`src/rtl/uart_tx.sv`:
```
// uart_tx: 16x-oversampled UART transmitter; start, data LSB first, optional parity, stop bits.
// Every bit is held for 16 tx_clk cycles and tx_out is driven straight from a flop.
module uart_tx #(
   parameter int data_width = 8,
   parameter int test       = 2,
   parameter int stop_width = 1
) (
   input  logic                  tx_clk,
   input  logic                  rst_n,
   input  logic [data_width-1:0] tx_data,
   input  logic                  tx_valid,
   output logic                  tx_ready,
   output logic                  tx_out,
   output logic                  busy
);
   localparam logic [2:0] IDLE   = 3'd0;
   localparam logic [2:0] START  = 3'd1;
   localparam logic [2:0] DATA   = 3'd2;
   localparam logic [2:0] PARITY = 3'd3;
   localparam logic [2:0] STOP   = 3'd4;
   localparam logic       par_on    = (test == 1) || (test == 2);
   localparam logic [3:0] bit_last  = 4'(data_width - 1);
   localparam logic [1:0] stop_last = 2'(stop_width - 1);
   logic [2:0]            state;
   logic [3:0]            cyc;
   logic [3:0]            bitcnt;
   logic [1:0]            stopcnt;
   logic [data_width-1:0] shreg;
   logic                  par;
   assign tx_ready = state == IDLE;
   assign busy     = !tx_ready;
   // tx_out is loaded with the value of the bit that starts on the same edge
   always_ff @(posedge tx_clk or negedge rst_n)
      if (!rst_n) begin
         state   <= IDLE;
         cyc     <= 4'd0;
         bitcnt  <= 4'd0;
         stopcnt <= 2'd0;
         shreg   <= '0;
         par     <= 1'b0;
         tx_out  <= 1'b1;
      end else if (state == IDLE) begin
         if (tx_valid) begin
            state  <= START;
            shreg  <= tx_data;
            par    <= (test == 1) ? ~^tx_data : ^tx_data;
            tx_out <= 1'b0;
         end
      end else begin
         cyc <= cyc + 4'd1;
         if (cyc == 4'd15)
            case (state)
               START: begin
                  state  <= DATA;
                  tx_out <= shreg[0];
               end
               DATA: begin
                  shreg <= {1'b0, shreg[data_width-1:1]};
                  if (bitcnt == bit_last) begin
                     bitcnt <= 4'd0;
                     state  <= par_on ? PARITY : STOP;
                     tx_out <= par_on ? par : 1'b1;
                  end else begin
                     bitcnt <= bitcnt + 4'd1;
                     tx_out <= shreg[1];
                  end
               end
               PARITY: begin
                  state  <= STOP;
                  tx_out <= 1'b1;
               end
               STOP: begin
                  stopcnt <= (stopcnt == stop_last) ? 2'd0 : stopcnt + 2'd1;
                  state   <= (stopcnt == stop_last) ? IDLE : STOP;
               end
               default: begin
                  state  <= IDLE;
                  tx_out <= 1'b1;
               end
            endcase
      end
endmodule

```
`config.mk`:
```
export PLATFORM = sky130hd
export DESIGN_NAME = uart_tx
export DESIGN_NICKNAME = d
export VERILOG_FILES = /design/src/rtl/uart_tx.sv
export SDC_FILE = /design/constraint.sdc
export NUM_CORES = 1
export LEC_CHECK = 0
export ABC_AREA = 1
export CORE_MARGIN = 3
export CORE_UTILIZATION = 58
export CTS_BUF_LIST = sky130_fd_sc_hd__clkbuf_2 sky130_fd_sc_hd__clkbuf_4 sky130_fd_sc_hd__clkbuf_8
export CTS_CLUSTER_SIZE = 40
export DETAILED_ROUTE_END_ITERATION = 8
export PLACE_DENSITY = 0.81
export SKIP_CTS_REPAIR_TIMING = 1
export SLEW_MARGIN = 20
export SYNTH_ARGS = -nofsm -noshare
export SYNTH_HDL_FRONTEND = slang
export SYNTH_SLANG_ARGS = --single-unit
export TNS_END_PERCENT = 50
```
`constraint.sdc`:
```
create_clock -name tx_clk -period 1.9 [get_ports tx_clk]
set_input_delay 0.38 -clock tx_clk [delete_from_list [all_inputs] [get_ports tx_clk]]
set_output_delay 0.38 -clock tx_clk [all_outputs]
set_load 0.02 [all_outputs]
```
Word-level counts from Yosys, hierarchy flattened
Cells that the tools add are included.
Widths: inputs -> output; s select.
{"block": "word_totals", "regBits": 23, "in_bits": 11, "output_inout_bits": 3, "word_cells": 49}
{"block": "classes", "n_addsub": 3, "n_eq_ne": 9, "mux": 17, "bitwise": 1, "reduce_logical": 12}
{"cell": "$mux 8", "count": 4}
{"cell": "$mux 3", "count": 5}
{"cell": "$reduce_and 3->1", "count": 5}
{"cell": "$pmux 3 s4", "count": 1}
{"cell": "$add 4x1->4 const B", "count": 2}
{"cell": "$reduce_xor 8->1", "count": 1}
{"cell": "$eq 3x2->1 const B", "count": 2}
{"cell": "$eq 4x3->1 const B", "count": 1}
{"cell": "$eq 4x4->1 const B", "count": 1}
{"cell": "$mux 1", "count": 4}
{"cell": "$mux 4", "count": 1}
{"cell": "$ne 2x2->1 const B", "count": 2}
{"cell": "$reduce_bool 2->1", "count": 2}
{"cell": "$eq 3x1->1 const B", "count": 1}
{"cell": "$eq 3x3->1 const B", "count": 1}
{"cell": "$logic_not 3->1", "count": 1}
{"cell": "$ne 3x3->1 const B", "count": 1}
{"cell": "$pmux 1 s3", "count": 1}
{"cell": "$add 2x1->2 const B", "count": 1}
{"cell": "$logic_not 2->1", "count": 1}
{"cell": "$mux 2", "count": 1}
{"cell": "$reduce_and 2->1", "count": 1}
{"cell": "$logic_not 1->1", "count": 1}
{"cell": "$not 1->1", "count": 1}

Logic depth before layout (Yosys ltp)
{"block": "logic_depth", "ltp_word": 5, "mapped_depth": 9, "mapped_depth_nobuf": 9}

Worst setup path before layout
OpenSTA, ideal clock, no wires.
{"block": "synth_path", "path_type": "register -> register", "from": "register state[0]", "to": "register shreg[1]", "setup_ps": 123, "arrival_time_ps": 1323, "required_time_ps": 1777, "setup_slack_ps": 453, "stages_incl_launch_ff": 10, "path_buffers": 1, "synth_period_minus_slack_ps": 1447, "cell_sequence": "dfrtp_1 > nor2_4 > nand2_4 > inv_6 > nand2_4 > o21ai_4 > nand2_4 > buf_6 > nand2_2 > o21ai_2"}
{"block": "synth_between", "elab_chain_len": 3, "elab_cells_between_ends": 7, "cone_classes": "eq/ne (2); mux (1); reduce/logical (4)"}
{"element": "start: declaration", "line": "24", "rtl": "logic [2:0] state;"}
{"element": "start signal: assignment", "line": "61", "rtl": "state <= par_on ? PARITY : STOP;"}
{"element": "start signal: assignment", "line": "74", "rtl": "state <= (stopcnt == stop_last) ? IDLE : STOP;"}
{"element": "$eq 3x2->1 or $logic_not 3->1 (tied branches)", "line": "52, 42"}
{"element": "$reduce_bool 2->1 (no line) or $ne 2x2->1 (tied branches)"}
{"element": "$reduce_and 3->1 (no line)"}
{"element": "end signal: assignment", "line": "45", "rtl": "shreg <= tx_data;"}
{"element": "end signal: assignment", "line": "58", "rtl": "shreg <= {1'b0, shreg[data_width-1:1]};"}
{"element": "end: declaration", "line": "28", "rtl": "logic [data_width-1:0] shreg;"}
Several ways; a longest one is shown, not always the timed one.
A chain may end at the register's enable or synchronous reset.

Final worst setup path
{"block": "layout_path", "from": "register tx_out", "to": "output tx_out"}
{"element": "start: declaration", "line": "13", "rtl": "output logic tx_out,"}
{"element": "start signal: assignment", "line": "55", "rtl": "tx_out <= shreg[0];"}
{"element": "start signal: assignment", "line": "62", "rtl": "tx_out <= par_on ? par : 1'b1;"}
{"element": "start signal: assignment", "line": "65", "rtl": "tx_out <= shreg[1];"}
No word-level cell between the ends.

==> impl_metrics.csv <==
group,metric,value,unit
pwr,p_leak,0.000818,uW
drt,totalWireLength,2.73,mm
final_layout,finalInstanceArea,1590,um2
global_route,grt_pass1_wl,4.49,mm
pwr,pwr_density_cell,1400,nW/um2
drt,dr.pass1.iters,4,
pwr,power_switching_share,45.1,%
final_layout,fillers,183,
cts,clk_path_buf_depth,2,
final_layout,area_growth,14.9,%
worst_setup_path,crit_fanout,2,
worst_setup_path,end_kind,"output pin",
global_route,antenna_found_initial,0,
drt,route.vias.total,1199,
floorplanning,io_pins,14,
pwr,p_int,1220,uW
synth,synth_area_leaders,"dfrtp_1 40%, nand2_1 16%, inv_1 5.2%",
synth,synth.avg_cell_area,7.86,um2
place,dp_hpwl,2.12,mm
worst_setup_path,path_cells,"clkdlybuf4s50_1",
sta,rsz0062_at_grt,"false",
sta,final_hold_viol_count,0,
synth,synth_warnings,0,
worst_setup_path,reg2reg_from,"state[0]",
place,place_area,1550,um2
synth,synth_flop_cell,"dfrtp_1",
cts,numCtsBuffers,3,
drt,ant_nets,0,
synth,yosys_register_bits,23,
sta,setup_violations,0,
pwr,power_frac_comb,51.3,%
sta,worst_slew_pin_slew,0.303,ns
sta,period_share,96.9,%
worst_setup_path,slowest_delay,0.60,ns
worst_setup_path,critPathRequiredTime,1.52,ns
drt,drt_iter0_markers,28,
global_route,globalRoute.totalOverflow,0,
global_route,grt_pass1_vias,1062,
sta,fmax,543,MHz
sta,fin_crit,1.84,ns
sta,slew_viol_final,0,
cts,clkSinkCount,23,
sta,clock_skew,0.0109,ns
synth,yosysTopAreaCell,"dfrtp_1",
floorplanning,dieArea,3010,um2
worst_hold_path,hp-class,"in -> async",
final_layout,n_antenna_cell,0,
final_layout,seqCellArea,577,um2
floorplanning,initial_core_util,61.9,%
synth,ys_top_cells_by_count,"60 x nand2_1, 22 x dfrtp_1, 19 x inv_1",
floorplanning,rows,17,
floorplanning,coreArea,2230,um2
pwr,switchingPower,1000,uW
synth,synth_nets,191,
synth,async_reset_ff_share,100,%
pwr,clock_power_share,10.7,%
sta,setup_tns,0,ns
sta,slew_headroom,79.7,%
synth,synth.distinct_cells,23,
place,io_buffers,13,
cts,ctsRootBufferMaster,"clkbuf_4",
place,gp_congestion,0.929,
floorplanning,die_h,54.8,um
synth,syn-cell-area,1380,um2
outcome,status,"finished clean",
cts,clock_latency,0.31,ns
final_layout,fin_cells,221,
final_layout,multiInputGateArea,702,um2
pwr,irDropWorstVdd,1.18,mV
synth,yosys.area.top_type_share,39.8,%
synth,seq_area_frac_synth,41.7,%
final_layout,nNetsFinal,209,
pwr,p_seq_share,38.0,%
worst_setup_path,startpoint_type,"flip-flop",
global_route,grt_usage,20.9,%
final_layout,drive_gt1_share,12.4,%
drt,routedWlPerCell,12.4,um
synth,synth_most_common_cell,"nand2_1",
final_layout,finish.utilization,71.1,%
cts,h-tree-depth,1,
place,dp_cells,217,
global_route,grt_start_max_net_pins,24,
worst_setup_path,cp.arrival,1.46,ns
synth,synthCells,176,
worst_setup_path,critPathBufInv,1,
cts,clkTransAtPathRegs,0.13,ns
cts,cts_tree,"done",
floorplanning,die_width,54.8,um
worst_setup_path,crit_family,"buffers and inverters",
synth,synth_edf_count,0,
worst_setup_path,cp-startpoint,"tx_out",
worst_setup_path,worstSetupPathType,"reg -> out",
drt,viasPerCell,5.43,
run,maxCapViolCount,0,
drt,drc,0,
worst_setup_path,critical_path.slowest_cell,"clkdlybuf4s50_1",
-- state kept, by name (all words and copies together) (netlist names) --
signal and count:
bitcnt 4, shreg 8, state 3, par 1, stopcnt 2, tx_out 1, cyc 4
-- power groups by stage --
stage / clock (uW) / sequential, uW / combinational (uW)
floorplan: 0 / 823 / 853
global placement: 0 / 834 / 1100
detailed placement: 0 / 849 / 1140
CTS: 243 / 840 / 1150
global route: 264 / 868 / 1280
finish: 238 / 846 / 1140
-- metrics by stage --
stage	hold WS, ns	setup slack, ns	power [uW]
finish	0.403	0.0596	2230
global route	0.430	0.0121	2410
CTS	0.416	-0.177	2230
detailed placement	0.468	0.174	1990
global placement	0.460	0.208	1930
floorplan	0.0844	0.453	1680
-- final timing paths --
check | end | slack, ns | depth (start not counted)
hold reg to reg | cyc[3] | 0.48 | 1
setup / recovery | tx_out | 0.06 | 1
hold / removal | stopcnt[1] | 0.40 | 2
setup reg to reg | shreg[2] | 0.22 | 9
min in group tx_clk | cyc[3] | 0.48 | 1
max in group asynchronous | tx_out | 1.22 | 2
-- layout by cell type (no fill, tap or decap) --
cell	synthesis	routed
a21boi_0	1	1
a21oi_1	2	2
buf_4	0	4
clkbuf_4	0	4
clkdlybuf4s50_1	0	11
dfrtp_1	22	22
dfstp_2	1	1
dlymetal6s2s_1	0	2
ha_1	4	4
inv_1	19	19
inv_6	1	1
mux2_2	1	1
nand2_1	60	60
nand2_2	2	2
nand2_4	3	3
nand3_1	13	13
nand4_1	4	4
nor2_1	9	9
nor2_4	1	1
o21ai_0	12	12
o21ai_2	6	6
o21ai_4	1	1
xnor2_1	7	7
xor2_1	3	3
-- metal layers --
metal  GRT usage (%)  routed length, um
met5               0                  0
met4            5.81                 35
met3            5.45                125
met2            35.4               1470
met1            25.9               1100
-- area by class of cell --
cell class	instances	share of cell area, %
sequential	23	36.3
multi-input combinational	129	44.2
inverter	20	5.04
tap	28	2.20
clock buffer	4	1.89
timing repair buffer	17	10.4
-- cell families after synthesis --
logic type,Yosys count,synth area share (%)
fa+ha+maj,4,3.62
xor+xnor,10,6.34
flops,23,41.7
simple gates,92,29.4
buf+inv,24,7.51
compound gates,22,10.6
mux,1,0.814
Power figures use the tool's default switching activity.
